**src/rtl/apb2_initiator_if.sv**
```systemverilog
// APB2 bus bundle between the initiator and a responder.
// The master modport is the initiator side and the slave modport is the responder side.
interface apb2_initiator_if #(
  parameter int addr_width = 8,
  parameter int data_width = 32
);
  logic                    psel;
  logic                    penable;
  logic                    pwrite;
  logic [addr_width-1:0]   paddr;
  logic [data_width-1:0]   pwdata;
  logic [data_width/8-1:0] pstrb;
  logic [2:0]              pprot;
  logic [data_width-1:0]   prdata;
  logic                    pready;
  logic                    pslverr;

  modport master (
    output psel, penable, pwrite, paddr, pwdata, pstrb, pprot,
    input  prdata, pready, pslverr
  );

  modport slave (
    input  psel, penable, pwrite, paddr, pwdata, pstrb, pprot,
    output prdata, pready, pslverr
  );
endinterface

```
**src/rtl/apb2_initiator.sv**
```systemverilog
// Single-outstanding APB2 initiator: command port -> SETUP/ACCESS -> response port.
// Optional ACCESS wait-state abort is enabled by defining APB2_INITIATOR_TIMEOUT_EN.
module apb2_initiator #(
  parameter int data_width     = 32,
  parameter int addr_width     = 8,
  parameter int timeout_cycles = 16
) (
  input  logic                    pclk,
  input  logic                    preset_n,
  input  logic                    cmd_valid,
  output logic                    cmd_ready,
  input  logic                    cmd_write,
  input  logic [addr_width-1:0]   cmd_addr,
  input  logic [data_width-1:0]   cmd_wdata,
  input  logic [data_width/8-1:0] cmd_strb,
  output logic                    rsp_valid,
  input  logic                    rsp_ready,
  output logic [data_width-1:0]   rsp_rdata,
  output logic                    rsp_err,
  apb2_initiator_if.master        apb
);

  if (timeout_cycles < 1 || (data_width % 8) != 0) begin : g_param_check
    $error("apb2_initiator: timeout_cycles must be >= 1 and data_width a multiple of 8");
  end

  typedef enum logic [1:0] {
    IDLE   = 2'd0,
    SETUP  = 2'd1,
    ACCESS = 2'd2,
    RESP   = 2'd3
  } state_e;

  state_e                  state_q,     state_d;
  logic                    cmd_ready_q, cmd_ready_d;
  logic                    rsp_valid_q, rsp_valid_d;
  logic                    rsp_err_q,   rsp_err_d;
  logic [data_width-1:0]   rsp_rdata_q, rsp_rdata_d;
  logic                    psel_q,      psel_d;
  logic                    penable_q,   penable_d;
  logic                    pwrite_q,    pwrite_d;
  logic [addr_width-1:0]   paddr_q,     paddr_d;
  logic [data_width-1:0]   pwdata_q,    pwdata_d;
  logic [data_width/8-1:0] pstrb_q,     pstrb_d;

`ifdef APB2_INITIATOR_TIMEOUT_EN
  localparam int cnt_w = (timeout_cycles > 1) ? $clog2(timeout_cycles) : 1;
  localparam logic [cnt_w-1:0] cnt_last = cnt_w'(timeout_cycles - 1);
  logic [cnt_w-1:0] wait_cnt_q, wait_cnt_d;
`endif

  // Next-state and next-output logic for the transfer sequencer.
  always_comb begin
    state_d     = state_q;
    cmd_ready_d = cmd_ready_q;
    rsp_valid_d = rsp_valid_q;
    rsp_err_d   = rsp_err_q;
    rsp_rdata_d = rsp_rdata_q;
    psel_d      = psel_q;
    penable_d   = penable_q;
    pwrite_d    = pwrite_q;
    paddr_d     = paddr_q;
    pwdata_d    = pwdata_q;
    pstrb_d     = pstrb_q;
`ifdef APB2_INITIATOR_TIMEOUT_EN
    wait_cnt_d  = wait_cnt_q;
`endif

    case (state_q)
      IDLE: begin
        if (cmd_valid) begin
          pwrite_d    = cmd_write;
          paddr_d     = cmd_addr;
          // Reads never drive stale write data or strobes onto the bus.
          pwdata_d    = cmd_write ? cmd_wdata : {data_width{1'b0}};
          pstrb_d     = cmd_write ? cmd_strb  : {(data_width/8){1'b0}};
          psel_d      = 1'b1;
          penable_d   = 1'b0;
          cmd_ready_d = 1'b0;
          state_d     = SETUP;
        end else begin
          state_d     = IDLE;
        end
      end
      SETUP: begin
        penable_d = 1'b1;
        state_d   = ACCESS;
`ifdef APB2_INITIATOR_TIMEOUT_EN
        wait_cnt_d = {cnt_w{1'b0}};
`endif
      end
      ACCESS: begin
        if (apb.pready) begin
          rsp_rdata_d = pwrite_q ? {data_width{1'b0}} : apb.prdata;
          rsp_err_d   = apb.pslverr;
          psel_d      = 1'b0;
          penable_d   = 1'b0;
          rsp_valid_d = 1'b1;
          state_d     = RESP;
`ifdef APB2_INITIATOR_TIMEOUT_EN
        end else if (wait_cnt_q == cnt_last) begin
          rsp_rdata_d = {data_width{1'b0}};
          rsp_err_d   = 1'b1;
          psel_d      = 1'b0;
          penable_d   = 1'b0;
          rsp_valid_d = 1'b1;
          state_d     = RESP;
        end else begin
          wait_cnt_d  = wait_cnt_q + {{(cnt_w-1){1'b0}}, 1'b1};
          state_d     = ACCESS;
        end
`else
        end else begin
          state_d     = ACCESS;
        end
`endif
      end
      RESP: begin
        if (rsp_ready) begin
          rsp_valid_d = 1'b0;
          cmd_ready_d = 1'b1;
          state_d     = IDLE;
        end else begin
          state_d     = RESP;
        end
      end
      default: begin
        state_d     = IDLE;
        cmd_ready_d = 1'b1;
        rsp_valid_d = 1'b0;
        psel_d      = 1'b0;
        penable_d   = 1'b0;
      end
    endcase
  end

  // State and registered-output flops.
  always_ff @(posedge pclk or negedge preset_n) begin
    if (!preset_n) begin
      state_q     <= IDLE;
      cmd_ready_q <= 1'b1;
      rsp_valid_q <= 1'b0;
      rsp_err_q   <= 1'b0;
      rsp_rdata_q <= {data_width{1'b0}};
      psel_q      <= 1'b0;
      penable_q   <= 1'b0;
      pwrite_q    <= 1'b0;
      paddr_q     <= {addr_width{1'b0}};
      pwdata_q    <= {data_width{1'b0}};
      pstrb_q     <= {(data_width/8){1'b0}};
`ifdef APB2_INITIATOR_TIMEOUT_EN
      wait_cnt_q  <= {cnt_w{1'b0}};
`endif
    end else begin
      state_q     <= state_d;
      cmd_ready_q <= cmd_ready_d;
      rsp_valid_q <= rsp_valid_d;
      rsp_err_q   <= rsp_err_d;
      rsp_rdata_q <= rsp_rdata_d;
      psel_q      <= psel_d;
      penable_q   <= penable_d;
      pwrite_q    <= pwrite_d;
      paddr_q     <= paddr_d;
      pwdata_q    <= pwdata_d;
      pstrb_q     <= pstrb_d;
`ifdef APB2_INITIATOR_TIMEOUT_EN
      wait_cnt_q  <= wait_cnt_d;
`endif
    end
  end

  assign cmd_ready   = cmd_ready_q;
  assign rsp_valid   = rsp_valid_q;
  assign rsp_err     = rsp_err_q;
  assign rsp_rdata   = rsp_rdata_q;
  assign apb.psel    = psel_q;
  assign apb.penable = penable_q;
  assign apb.pwrite  = pwrite_q;
  assign apb.paddr   = paddr_q;
  assign apb.pwdata  = pwdata_q;
  assign apb.pstrb   = pstrb_q;
  assign apb.pprot   = 3'b000;

endmodule

```
**src/flat_wrapper.sv**
```systemverilog
// flat-port wrapper written by rule: the top's interface ports become plain ports
module apb2_initiator_flat 
#(
  parameter int data_width     = 32,
  parameter int addr_width     = 8,
  parameter int timeout_cycles = 16
)
  (pclk, preset_n, cmd_valid, cmd_ready, cmd_write, cmd_addr, cmd_wdata, cmd_strb, rsp_valid, rsp_ready, rsp_rdata, rsp_err, apb_psel, apb_penable, apb_pwrite, apb_paddr, apb_pwdata, apb_pstrb, apb_pprot, apb_prdata, apb_pready, apb_pslverr);
  apb2_initiator_if #(.addr_width(addr_width), .data_width(data_width)) apb_i ();
  input  logic pclk;
  input  logic preset_n;
  input  logic cmd_valid;
  output logic cmd_ready;
  input  logic cmd_write;
  input  logic [addr_width-1:0] cmd_addr;
  input  logic [data_width-1:0] cmd_wdata;
  input  logic [data_width/8-1:0] cmd_strb;
  output logic rsp_valid;
  input  logic rsp_ready;
  output logic [data_width-1:0] rsp_rdata;
  output logic rsp_err;
  output wire logic [$bits(apb_i.psel)-1:0] apb_psel;
  output wire logic [$bits(apb_i.penable)-1:0] apb_penable;
  output wire logic [$bits(apb_i.pwrite)-1:0] apb_pwrite;
  output wire logic [$bits(apb_i.paddr)-1:0] apb_paddr;
  output wire logic [$bits(apb_i.pwdata)-1:0] apb_pwdata;
  output wire logic [$bits(apb_i.pstrb)-1:0] apb_pstrb;
  output wire logic [$bits(apb_i.pprot)-1:0] apb_pprot;
  input wire logic [$bits(apb_i.prdata)-1:0] apb_prdata;
  input wire logic [$bits(apb_i.pready)-1:0] apb_pready;
  input wire logic [$bits(apb_i.pslverr)-1:0] apb_pslverr;
  assign apb_psel = apb_i.psel;
  assign apb_penable = apb_i.penable;
  assign apb_pwrite = apb_i.pwrite;
  assign apb_paddr = apb_i.paddr;
  assign apb_pwdata = apb_i.pwdata;
  assign apb_pstrb = apb_i.pstrb;
  assign apb_pprot = apb_i.pprot;
  assign apb_i.prdata = apb_prdata;
  assign apb_i.pready = apb_pready;
  assign apb_i.pslverr = apb_pslverr;
  apb2_initiator #(.data_width(data_width), .addr_width(addr_width), .timeout_cycles(timeout_cycles)) u_core (.pclk(pclk), .preset_n(preset_n), .cmd_valid(cmd_valid), .cmd_ready(cmd_ready), .cmd_write(cmd_write), .cmd_addr(cmd_addr), .cmd_wdata(cmd_wdata), .cmd_strb(cmd_strb), .rsp_valid(rsp_valid), .rsp_ready(rsp_ready), .rsp_rdata(rsp_rdata), .rsp_err(rsp_err), .apb(apb_i));
endmodule
```
**config.mk**
```make
export PLATFORM = sky130hd
export DESIGN_NAME = apb2_initiator_flat
export DESIGN_NICKNAME = d
export VERILOG_FILES = /design/src/rtl/apb2_initiator_if.sv /design/src/rtl/apb2_initiator.sv /design/src/flat_wrapper.sv
export SDC_FILE = /design/constraint.sdc
export NUM_CORES = 1
export LEC_CHECK = 0
export CORE_AREA = 5 5 103 105
export CTS_CLUSTER_SIZE = 25
export DETAILED_ROUTE_END_ITERATION = 8
export DIE_AREA = 0 0 108 110
export GPL_TIMING_DRIVEN = 0
export PLACE_DENSITY = 0.8
export REMOVE_ABC_BUFFERS = 1
export SLEW_MARGIN = 20
export SYNTH_ARGS = -nofsm -noshare
export SYNTH_HDL_FRONTEND = slang
export SYNTH_SLANG_ARGS = --single-unit
```
**constraint.sdc**
```tcl
create_clock -name pclk -period 1.47 [get_ports pclk]
set_input_delay 0.2205 -clock pclk [delete_from_list [all_inputs] [get_ports pclk]]
set_output_delay 0.2205 -clock pclk [all_outputs]
set_load 0.02 [all_outputs]
```
==> results.sh, run 1 <==
export IMPL_max_slew_worst_pin_slew_ns=0.704
export IMPL_area_share_of_fa_ha_maj_cells_after_synthesis_pct=0
export IMPL_synthesis_warning_total=0
export IMPL_clkLatencyLatePin_ns=0.35
export IMPL_path_cells="or3b_4, buf_12, mux2_4"
export IMPL_post_synth_most_frequent_cells="108 x nand2_1, 83 x dfrtp_1, 73 x o21ai_0"
export IMPL_grt_max_degree=50
export IMPL_min_delay_path_class="in2async"
export IMPL_die_width_um=108
export IMPL_yosys_most_used_dff="dfrtp_1"
export IMPL_slowest_stage="or3b_4"
export IMPL_post_synth_instance_area_um2=3450
export IMPL_postRouteAntennaNets=0
export IMPL_worst_setup_hold_path_clk_slew_ns=0.09
export IMPL_cts_htree_levels=3
export IMPL_startpoint_type="flip-flop"
export IMPL_placement_rows=36
export IMPL_rrSetupSlack_ns=-0.03
export IMPL_fin_setup_tns_ns=-0.182
export IMPL_area_growth_syn_to_layout_pct=60.5
export IMPL_netlist_cell_type_count=20
export IMPL_critPathLaunch="u_core.state_q[1]"
export IMPL_timing_critical_path_required_ns=1.70
export IMPL_io_pins=168
export IMPL_final_net_count=604
export IMPL_post_dp_hpwl_um=6780
export IMPL_fin_crit_sh_pct=102
export IMPL_syn_mean_instance_area_um2=9.82
export IMPL_tritoncts_num_sinks=84
export IMPL_r2r_start="u_core.state_q[1]"
export IMPL_starting_density_pct=36.1
export IMPL_worst_r2r_dst="u_core.apb.paddr[3]"
export IMPL_grt_pass1_wl_um=15900
export IMPL_postSynth_asyncResetShare_pct=100
export IMPL_synth_xor_area_share_pct=0
export IMPL_global_route_usage_total_pct=17.2
export IMPL_critical_path_peak_fanout=15
export IMPL_leakage_nw=2.73
export IMPL_place_congestion=0.683
export IMPL_max_slew_margin_pct=53.1
export IMPL_tritoncts="yes"
export IMPL_gr_total_overflow=0
export IMPL_layout_filler_cells=856
export IMPL_setup_repair_after_global_routing_missed_its_margin="true"
export IMPL_post_synth_main_area_contributors="dfrtp_1 60%, nand2_1 12%, o21ai_0 11%, nand2b_1 6.0%, mux2_4 3.0%"
export IMPL_largest_family_of_logic_cells_by_synthesized_area="simple AND/OR/NAND/NOR gates"
export IMPL_achievable_frequency_mhz=667
export IMPL_max_buffers_root_to_sink=2
export IMPL_finalWorstSetupSlack_ns=-0.0298
export IMPL_grt_pass1_vias=3136
export IMPL_maxCapViolCount=0
export IMPL_cts_root_buffer="clkbuf_8"
export IMPL_wl_per_cell_um=15.2
export IMPL_synth_top_cell_area_share_pct=60.3
export IMPL_detail_route_wirelength_um=10000
export IMPL_placement_io_buffers=164
export IMPL_drt_first_pass_iters=4
export IMPL_outcome="complete, but fails checks"
export IMPL_synth_simple_gate_area_share_pct=18.7
export IMPL_core_area_um2=9550
export IMPL_worst_clock_skew_ns=0.0149
export IMPL_count_of_flip_flops_with_a_built_in_enable_after_synthesis=0
export IMPL_routed_via_count=2994
export IMPL_tritoncts_num_buffers=9
export IMPL_report_final_setup_viol=7
export IMPL_final_layout_size_suffix_gt1_share_pct=10.1
export IMPL_die_area_um2=11900
export IMPL_drc=0
export IMPL_placed_area_um2=5190
export IMPL_multi_input_area_um2=1210
export IMPL_synth_area_leader_cell="dfrtp_1"
export IMPL_initialDrtViolationCount=101
export IMPL_antennaDiodeCount=0
export IMPL_max_stage_delay_ns=0.47
export IMPL_power_ir_vdd_worst_v=0.000955
export IMPL_seqCellArea_um2=2110
export IMPL_synthMuxAreaShare_pct=4.03
export IMPL_post_route_cell_area_um2=5530
export IMPL_final_period_minus_worst_setup_slack_ns=1.50
export IMPL_synth_compound_area_share_pct=11.6
export IMPL_cells_after_synthesis=351
export IMPL_synth_seq_cells=84
export IMPL_timing_final_hold_violations=0
export IMPL_violations="negative setup slack"
export IMPL_viasPerCell=4.54
export IMPL_power_density_nw_per_um2=1910
export IMPL_crit_type="reg2reg"
export IMPL_worst_r2r_path_depth=3
export IMPL_power_mw=10.6
export IMPL_yosysMostFrequentCell="nand2_1"
export IMPL_critical_path_arrival_ns=1.73
export IMPL_capturing_instance_or_port_of_the_critical_path="u_core.apb.paddr[3]"
export IMPL_critical_path_endpoint_type="flip-flop"
export IMPL_initial_antenna_violation_count=0
export IMPL_maxSlewViolCount=0
export IMPL_synth_sequential_area_ratio_pct=61.0
export IMPL_die_height_um=110
[worst min path at each step]
| stage | start | slack [ns] | depth (start not counted) | to |
|---|---|---|---|---|
| after global placement | u_core.apb.pwdata[28] | 0.46 | 2 | u_core.apb.pwdata[28] |
| final | preset_n | 0.39 | 2 | u_core.rsp_rdata[23] |
| after global routing | cmd_strb[3] | 0.41 | 3 | u_core.apb.pstrb[3] |
| after floorplan | preset_n | -0.08 | 0 | u_core.apb.paddr[0] |
| after detailed placement | preset_n | 0.24 | 1 | u_core.rsp_rdata[23] |
| after CTS | preset_n | 0.39 | 2 | u_core.rsp_rdata[23] |
[report_power, final]
group,internal (mW),switching [mW]
clock,0.930,0.801
sequential,3.28,0.542
combinational,2.26,2.78
total,6.47,4.12
[logic make-up (layout without fill, tap and decap cells)]
logic type / Yosys count / in the layout
buffers and inverters: 31 / 203
DFF: 84 / 84
muxes: 10 / 10
AOI/OAI and AO/OA: 79 / 79
and+or+nand+nor: 146 / 147
other: 1 / 3
[per-stage QoR]
stage | utilization, % | hold WS (ns) | cells | setup WS, ns
CTS | 57.6 | 0.390 | 658 | -0.0265
finish | 57.9 | 0.394 | 659 | -0.0298
floorplan | - | -0.0751 | 325 | -0.850
global route | 57.9 | 0.414 | 659 | -0.0649
global placement | 53.6 | 0.460 | 622 | -2.82
detailed placement | 54.3 | 0.237 | 626 | -0.612
[per-layer routing]
| layer | wire length, um | GRT usage (%) |
|---|---|---|
| met5 | 0 | 0 |
| met4 | 186 | 6.49 |
| met3 | 898 | 5.77 |
| met2 | 4710 | 28.5 |
| met1 | 4250 | 20.8 |
[layout make-up]
class | instances | area share (%)
timing repair buffer | 184 | 33.0
clock buffer | 15 | 3.19
inverter | 3 | 0.204
multi-input combinational | 239 | 22.0
sequential | 84 | 38.1
tap | 133 | 3.01
clock inverter | 1 | 0.543
[worst max-delay path, delay by kind of cell (launching register included)]
| kind | cells | cell delay (ns) |
|---|---|---|
| and+or+nand+nor | 1 | 0.47 |
| DFF | 1 | 0.43 |
| buffers and inverters | 1 | 0.18 |
| muxes | 1 | 0.30 |
[flip-flops by register name, indices dropped and copies added, names as in the netlist]
name                cells
u_core.apb.pstrb        4
u_core.state_q          2
u_core.apb.paddr        8
u_core.rsp_rdata       32
u_core.cmd_ready        1
u_core.rsp_valid        1
u_core.apb.pwrite       1
u_core.apb.pwdata      32
u_core.apb.psel         1
u_core.rsp_err          1
u_core.apb.penable      1
[repair_timing]
action,CTS,global route
buffers inserted,12,0
cloned,4,1
pin swaps,1,1
setup endpoints to repair,149,30
hold buffers,1,0
resized for setup,95,17
hold endpoints to repair,39,0
[cell usage in the layout, fill, tap and decap left out, drive strengths merged]
master | synthesis | layout
dfstp | 1 | 1
buf | 11 | 19
dlygate4sd2 | 0 | 81
or3b | 1 | 2
bufinv | 0 | 1
nor2b | 2 | 2
clkdlybuf4s50 | 0 | 79
bufbuf | 0 | 1
clkbuf | 17 | 18
o21a | 1 | 1
conb | 1 | 3
nand3b | 1 | 1
a21oi | 4 | 4
nand2b | 33 | 33
mux2 | 10 | 10
dlygate4sd3 | 0 | 1
inv | 3 | 3
o21ai | 73 | 73
a21boi | 1 | 1
nor2 | 1 | 1
nand2 | 108 | 108
dfrtp | 83 | 83
No activity file was read; power rests on OpenSTA's default activity.
==> inputs of run 2 (changes only) <==
Settings changed: CORE_AREA 5 5 103 105 to 5 5 122 89, DIE_AREA 0 0 108 110 to 0 0 127 94, TNS_END_PERCENT from default to 50.
==> results.sh, run 2 (same netlist as run 1, synthesis figures left out) <==
export IMPL_critical_path_top_delay_family="simple AND/OR/NAND/NOR gates"
export IMPL_worst_clock_skew_ns=0.00331
export IMPL_final_layout_size_suffix_gt1_share_pct=11.7
export IMPL_critical_path_peak_fanout=16
export IMPL_cp_depth=3
export IMPL_routed_via_count=2959
export IMPL_achievable_frequency_mhz=661
export IMPL_min_delay_path_class="in2async"
export IMPL_gr_total_overflow=0
export IMPL_placement_rows=30
export IMPL_timing_critical_path_required_ns=1.69
export IMPL_core_area_um2=9530
export IMPL_placement_io_buffers=164
export IMPL_power_ir_vdd_worst_v=0.00122
export IMPL_grt_max_degree=50
export IMPL_drt_first_pass_iters=4
export IMPL_startpoint_type="flip-flop"
export IMPL_detail_route_wirelength_um=10100
export IMPL_final_period_minus_worst_setup_slack_ns=1.51
export IMPL_leakage_nw=2.76
export IMPL_die_area_um2=11900
export IMPL_clkLatencyLatePin_ns=0.33
export IMPL_rrSetupSlack_ns=-0.04
export IMPL_area_growth_syn_to_layout_pct=62.9
export IMPL_max_slew_worst_pin_slew_ns=0.694
export IMPL_critical_path_arrival_ns=1.73
export IMPL_violations="negative setup slack"
export IMPL_max_slew_margin_pct=53.7
export IMPL_worst_setup_hold_path_clk_slew_ns=0.06
export IMPL_drc=0
export IMPL_tritoncts="yes"
export IMPL_die_width_um=127
export IMPL_starting_density_pct=36.2
export IMPL_wl_per_cell_um=15.6
export IMPL_maxSlewViolCount=0
export IMPL_outcome="complete, but fails checks"
export IMPL_max_buffers_root_to_sink=2
export IMPL_cts_htree_levels=3
export IMPL_final_common_cell="nand2_1"
export IMPL_viasPerCell=4.55
export IMPL_timing_final_hold_violations=0
export IMPL_final_net_count=601
export IMPL_max_stage_delay_ns=0.49
export IMPL_fin_setup_tns_ns=-0.374
export IMPL_place_congestion=0.728
export IMPL_initial_antenna_violation_count=0
export IMPL_slowest_stage="or3b_4"
export IMPL_setup_repair_after_global_routing_missed_its_margin="true"
export IMPL_tritoncts_num_sinks=84
export IMPL_fin_crit_sh_pct=103
export IMPL_grt_pass1_wl_um=16100
export IMPL_tritoncts_num_buffers=9
export IMPL_global_route_usage_total_pct=17.3
export IMPL_cts_root_buffer="clkbuf_16"
export IMPL_grt_pass1_vias=2979
export IMPL_path_cells="or3b_4, buf_12, mux2_4"
export IMPL_antennaDiodeCount=0
export IMPL_maxCapViolCount=0
export IMPL_critPathLaunch="u_core.state_q[1]"
export IMPL_power_density_nw_per_um2=1980
export IMPL_finalWorstSetupSlack_ns=-0.0424
export IMPL_post_dp_hpwl_um=6780
export IMPL_post_place_ws_ns=-0.684
export IMPL_r2r_start="u_core.state_q[1]"
export IMPL_initialDrtViolationCount=165
export IMPL_die_height_um=94
export IMPL_io_pins=168
export IMPL_cp_num_buf_inv=1
export IMPL_crit_type="reg2reg"
export IMPL_report_final_setup_viol=16
export IMPL_postRouteAntennaNets=0
export IMPL_worst_r2r_path_depth=3
export IMPL_layout_common_cells="100 x nand2_1, 81 x dlygate4sd2_1, 80 x clkdlybuf4s50_1, 80 x dfrtp_1, 52 x o21ai_0"
export IMPL_critical_path_endpoint_type="flip-flop"
export IMPL_worst_r2r_dst="u_core.apb.paddr[0]"
export IMPL_hold_slack_ns=0.391
run 2: worst max path at each step:
stage,endpoint
after floorplan,u_core.apb.paddr[7]
after global placement,u_core.rsp_err
after detailed placement,u_core.rsp_err
after CTS,u_core.apb.paddr[1]
after global routing,u_core.apb.paddr[0]
final,u_core.apb.paddr[0]
run 2: final cells by class:
class                      count  area (um^2)
clock inverter                 5         50.0
inverter                       3         11.3
fill                         822         3920
clock buffer                  11          253
sequential                    84         2110
multi-input combinational    238         1220
tap                          128          160
timing repair buffer         182         1810
run 2: where the power goes:
part / total, mW / internal [mW] / leakage (nW) / switching, mW
logic: 4.99 / 2.21 / 1.53 / 2.78
clock network: 2.27 / 1.40 / 0.155 / 0.874
registers: 3.85 / 3.28 / 1.07 / 0.564
run 2: metal layers:
layer / wire [um] / GRT usage, % / part of all wire, %
met3: 839 / 7.78 / 8.3
met2: 4720 / 27.3 / 46
met5: 0 / 0 / 0
met4: 72 / 3.04 / 0.71
met1: 4520 / 22.2 / 45
run 2: per-stage QoR:
stage | instance area (um^2) | total power, mW | cells | util [%]
after detailed placement | 5180 | 9.01 | 621 | 54.3
after global routing | 5620 | 11.8 | 651 | 58.9
after CTS | 5550 | 11.1 | 649 | 58.2
final | 5620 | 11.1 | 651 | 58.9
after global placement | 5110 | 8.81 | 617 | 53.6
after floorplan | 3310 | 6.32 | 325 | -
run 2: what timing repair did:
action,4_1_cts,5_1_grt
setup endpoints to repair,154,39
buffers inserted,8,1
hold buffers,1,0
cloned,3,1
hold endpoints to repair,35,0
resized for setup,91,36
pin swaps,2,5
==> inputs of run 3 (changes only) <==
Settings changed: RECOVER_POWER from default to 25.
==> results.sh, run 3 (same netlist as run 1, synthesis figures left out) <==
export IMPL_outcome="complete, but fails checks"
export IMPL_violations="negative setup slack"
export IMPL_achievable_frequency_mhz=661
export IMPL_max_slew_margin_pct=54.0
export IMPL_initialDrtViolationCount=168
export IMPL_timing_final_hold_violations=0
export IMPL_finalWorstSetupSlack_ns=-0.0436
export IMPL_final_common_cell="nand2_1"
export IMPL_die_width_um=127
export IMPL_place_detailed_instances=621
export IMPL_wl_per_cell_um=15.6
export IMPL_max_slew_worst_pin_slew_ns=0.691
export IMPL_leakage_nw=2.75
export IMPL_final_layout_size_suffix_gt1_share_pct=11.5
export IMPL_placement_io_buffers=164
export IMPL_drt_first_pass_iters=4
export IMPL_setup_repair_after_global_routing_missed_its_margin="true"
export IMPL_drc=0
export IMPL_grt_pass1_vias=2979
export IMPL_power_mw=11.1
export IMPL_critical_path_peak_fanout=9
export IMPL_fin_crit_sh_pct=103
export IMPL_max_stage_delay_ns=0.49
export IMPL_post_dp_hpwl_um=6780
export IMPL_viasPerCell=4.57
export IMPL_gr_total_overflow=0
export IMPL_crit_type="reg2reg"
export IMPL_tritoncts="yes"
export IMPL_postRouteAntennaNets=0
export IMPL_critical_path_endpoint_type="flip-flop"
export IMPL_path_cells="or3b_4, buf_12, mux2_4"
export IMPL_maxSlewViolCount=0
export IMPL_worst_setup_hold_path_clk_slew_ns=0.06
export IMPL_io_pins=168
export IMPL_hold_slack_ns=0.385
export IMPL_cts_root_buffer="clkbuf_16"
export IMPL_placement_rows=30
export IMPL_grt_max_degree=50
export IMPL_clkLatencyLatePin_ns=0.33
export IMPL_critical_path_arrival_ns=1.73
export IMPL_report_final_setup_viol=16
export IMPL_power_density_nw_per_um2=1980
export IMPL_die_height_um=94
export IMPL_core_area_um2=9530
export IMPL_die_area_um2=11900
export IMPL_grt_pass1_wl_um=16100
export IMPL_worst_clock_skew_ns=0.00350
export IMPL_maxCapViolCount=0
export IMPL_max_buffers_root_to_sink=2
export IMPL_layout_common_cells="100 x nand2_1, 81 x dlygate4sd2_1, 80 x clkdlybuf4s50_1, 80 x dfrtp_1, 52 x o21ai_0"
export IMPL_final_period_minus_worst_setup_slack_ns=1.51
export IMPL_min_delay_path_class="in2async"
export IMPL_post_layout_nonfiller_instances=651
export IMPL_initial_antenna_violation_count=0
export IMPL_timing_critical_path_required_ns=1.69
export IMPL_cts_htree_levels=3
export IMPL_global_route_usage_total_pct=17.3
export IMPL_tritoncts_num_sinks=84
export IMPL_startpoint_type="flip-flop"
export IMPL_fin_setup_tns_ns=-0.373
export IMPL_slowest_stage="or3b_4"
export IMPL_detail_route_wirelength_um=10200
export IMPL_starting_density_pct=36.2
export IMPL_area_growth_syn_to_layout_pct=62.4
export IMPL_routed_via_count=2973
export IMPL_tritoncts_num_buffers=9
export IMPL_final_net_count=601
export IMPL_power_ir_vdd_worst_v=0.00121
export IMPL_place_congestion=0.728
export IMPL_antennaDiodeCount=0
run 3: cell count changes in the layout (fill, tap and decap cells not counted):
cell	delta
buf_16	-1
buf_6	+1
clkbuf_1	+1
buf_4	-1
run 3: worst paths after layout:
check	slack [ns]	to	from	cells after the start
setup / recovery	-0.04	u_core.apb.paddr[2]	u_core.state_q[1]	3
hold / removal	0.38	u_core.apb.pstrb[3]	preset_n	2
setup reg to reg	-0.04	u_core.apb.paddr[2]	u_core.state_q[1]	3
hold reg to reg	0.47	u_core.rsp_rdata[3]	u_core.rsp_rdata[3]	2
max in group asynchronous	0.25	u_core.apb.pwrite	preset_n	3
min in group pclk	0.43	u_core.apb.pwdata[12]	cmd_wdata[12]	3
run 3: stage by stage:
step	util (%)	area, um^2	setup slack [ns]
6_report	58.7	5600	-0.0436
5_1_grt	58.7	5600	-0.0615
2_1_floorplan	-	3310	-0.850
3_5_place_dp	54.3	5180	-0.684
3_3_place_gp	53.6	5110	-2.87
4_1_cts	58.2	5550	0.000160
run 3: worst max-delay path, delay by kind of cell (launching register included):
kind,cells,cell delay (ns)
buffers and inverters,1,0.19
and+or+nand+nor,1,0.49
DFF,1,0.42
muxes,1,0.30
run 3: metal layers:
layer  share of wire, %  routed length (um)  track usage, %  vias up
li1                   -                   -               -     1466
met1                 44                4490            22.2     1394
met2                 46                4730            27.3      105
met3                8.8                 892            7.78        8
met4               0.70                  71            3.04        0
met5                  0                   0               0        -
run 3: area by class of cell:
| cell class | instances | area [um^2] |
|---|---|---|
| Timing Repair Buffer | 182 | 1790 |
| Clock inverter | 5 | 50.0 |
| Sequential cell | 84 | 2110 |
| Tap cell | 128 | 160 |
| Multi-Input combinational cell | 238 | 1220 |
| Inverter | 3 | 11.3 |
| Fill cell | 826 | 3940 |
| Clock buffer | 11 | 253 |
run 3: where the power goes:
| group | internal (mW) | switching (mW) |
|---|---|---|
| registers | 3.28 | 0.564 |
| clock network | 1.40 | 0.873 |
| logic | 2.20 | 2.78 |
| total | 6.88 | 4.22 |
run 3: timing repair:
item | in CTS | in global routing
setup endpoints to repair | 154 | 39
endpoints found under the hold margin | 35 | 0
hold buffers | 1 | 0
pin swaps | 2 | 5
resized for setup | 91 | 36
cloned | 3 | 1
setup buffers | 8 | 1
==> RTL edit (settings of run 2) <==
Reset style: synchronous (`preset_n`), changed in one clocked block.
--- a/src/rtl/apb2_initiator.sv
+++ b/src/rtl/apb2_initiator.sv
@@ -135,7 +135,7 @@
   end
 
   // State and registered-output flops.
-  always_ff @(posedge pclk or negedge preset_n) begin
+  always_ff @(posedge pclk) begin
     if (!preset_n) begin
       state_q     <= IDLE;
       cmd_ready_q <= 1'b1;
Check against the original RTL: differs if preset_n is asserted again (counterexample within 4 cycles, from zero or initial values and one cycle with preset_n low); with preset_n held inactive, the same outputs for 10 cycles.
==> RTL edit against run 2 <==
  * Fmax up 10%
  * Synthesized area fell by 3.3%
  * Final area decreased by 4.9%
  * Non-clock buffer count shrank 6
  * Routed wire length increased by 3.5%
  * Critical path depth rose by 2
  * Sequential cell count did not move
  * Via count grew 14%
  * Sequential share of layout area is 5.9 points lower
  * Count of clock-buffer cells in the layout fell by 1
  * Setup slack improved by 140 ps
Power is not compared: it rests on default switching activity, and its combinational part moved more than twofold at a synthesized area within 25%.
==> RTL edit: results (changes against run 2) <==
* Status: finished clean (was finished with violations)
* Syn_area_per_cell at 8.57 sq um (was 9.82 sq um)
* Total Routing Usage GR at 0.167 (was 0.173)
* CTS-repair resized insts at 89 (was 91)
* GR Layer Usage met3 at 0.0625 (was 0.0778)
* Logic inverters at 1 (was 3)
* Post-CTS Setup Inserts at 2 (was 8)
* M1 GR Usage at 0.205 (was 0.222)
* Wire length on met2 at 4850 microns (was 4720 microns)
* DR vias at 3,383 (was 2,959)
* Fillers at 889 (was 822)
* Compound-gate portion of the synthesized area at 0.140 (was 0.116)
* Seq/Total Area, Yosys at 0.504 (was 0.610)
* Initial DRC Count at 223 (was 165)
* Top area cells in the synthesized netlist: dfxtp_1 50%, o21ai_0 12%, nand3b_1 7.2%, nand4_1 6.8%, nand3_1 6.3% (was dfrtp_1 60%, nand2_1 12%, o21ai_0 11%, nand2b_1 6.0%, mux2_4 3.0%)
* Mux cell area share after synthesis at 0 (was 0.0403)
* Min-delay worst type: input pin to flip-flop (was input pin to async pin)
* GR Util met2 at 0.268 (was 0.273)
* Synth top cells by count: 84 x dfxtp_1, 81 x o21ai_0, 46 x nand2_1, 42 x nand3_1, 36 x nand4_1 (was 108 x nand2_1, 83 x dfrtp_1, 73 x o21ai_0, 33 x nand2b_1, 17 x clkbuf_1)
* WL met3 at 818 microns (was 839 microns)
* Main synth FF type: dfxtp_1 (was dfrtp_1)
* Post-DP Area at 4960 sq um (was 5180 sq um)
* RePlAce Congestion at 0.755 (was 0.728)
* Final net count at 617 (was 601)
* CP max FO at 27 (was 16)
* Layout cells sized above 1 at 0.0706 (was 0.117)
* Worst Path Arrival at 1610 ps (was 1730 ps)
* Final Core Density at 0.560 (was 0.589)
* Clock Skews at 3.20 ps (was 3.31 ps)
* Multi-input gates at 262 (was 238)
* HPWL after DPL at 6770 microns (was 6780 microns)
* First-pass GRT wire length at 16,000 microns (was 16,100 microns)
* Final wirelength at 10,500 microns (was 10,100 microns)
* Clkbuf count at 10 (was 11)
* Asr flop ratio synth at 0 (was 1.00)
* Signal buf overhead at 0.316 (was 0.322)
* Slew Limit Headroom at 0.521 (was 0.537)
* Dpl ws at -746 ps (was -684 ps)
* Unique masters post-synth at 24 (was 20)
* Drt wl/cell at 15.8 microns (was 15.6 microns)
* Vias in the first global route at 3,133 (was 2,979)
* Largest net degree at the start of global routing at 90 (was 50)
-- RTL edit: power by group --
part | internal (mW) | leakage, nW | switching, mW
Sequential | 2.39 | 0.685 | 0.0883
Combinational | 0.468 | 1.44 | 0.499
Clock | 1.69 | 0.168 | 0.861
Total | 4.55 | 2.29 | 1.45
-- RTL edit: worst max-delay path, stage by stage (launching register included) --
cell	delay [ps]
dfxtp_4	400
nor3b_4	270
buf_8	160
buf_8	170
nand4_1	110
o21ai_0	150
-- RTL edit: worst paths after layout --
kind,startpoint,end,slack (ps),depth (start not counted)
worst min-delay path,preset_n,u_core.cmd_ready,310,2
worst min register to register,u_core.apb.pwdata[11],u_core.apb.pwdata[11],450,2
worst max-delay path,u_core.state_q[0],u_core.apb.pstrb[3],100,5
worst max register to register,u_core.state_q[0],u_core.apb.pstrb[3],100,5
-- RTL edit: cell families after synthesis --
group / after synthesis
buf+inv: 48
compound gates: 91
simple gates: 165
flops: 84
other cells: 1
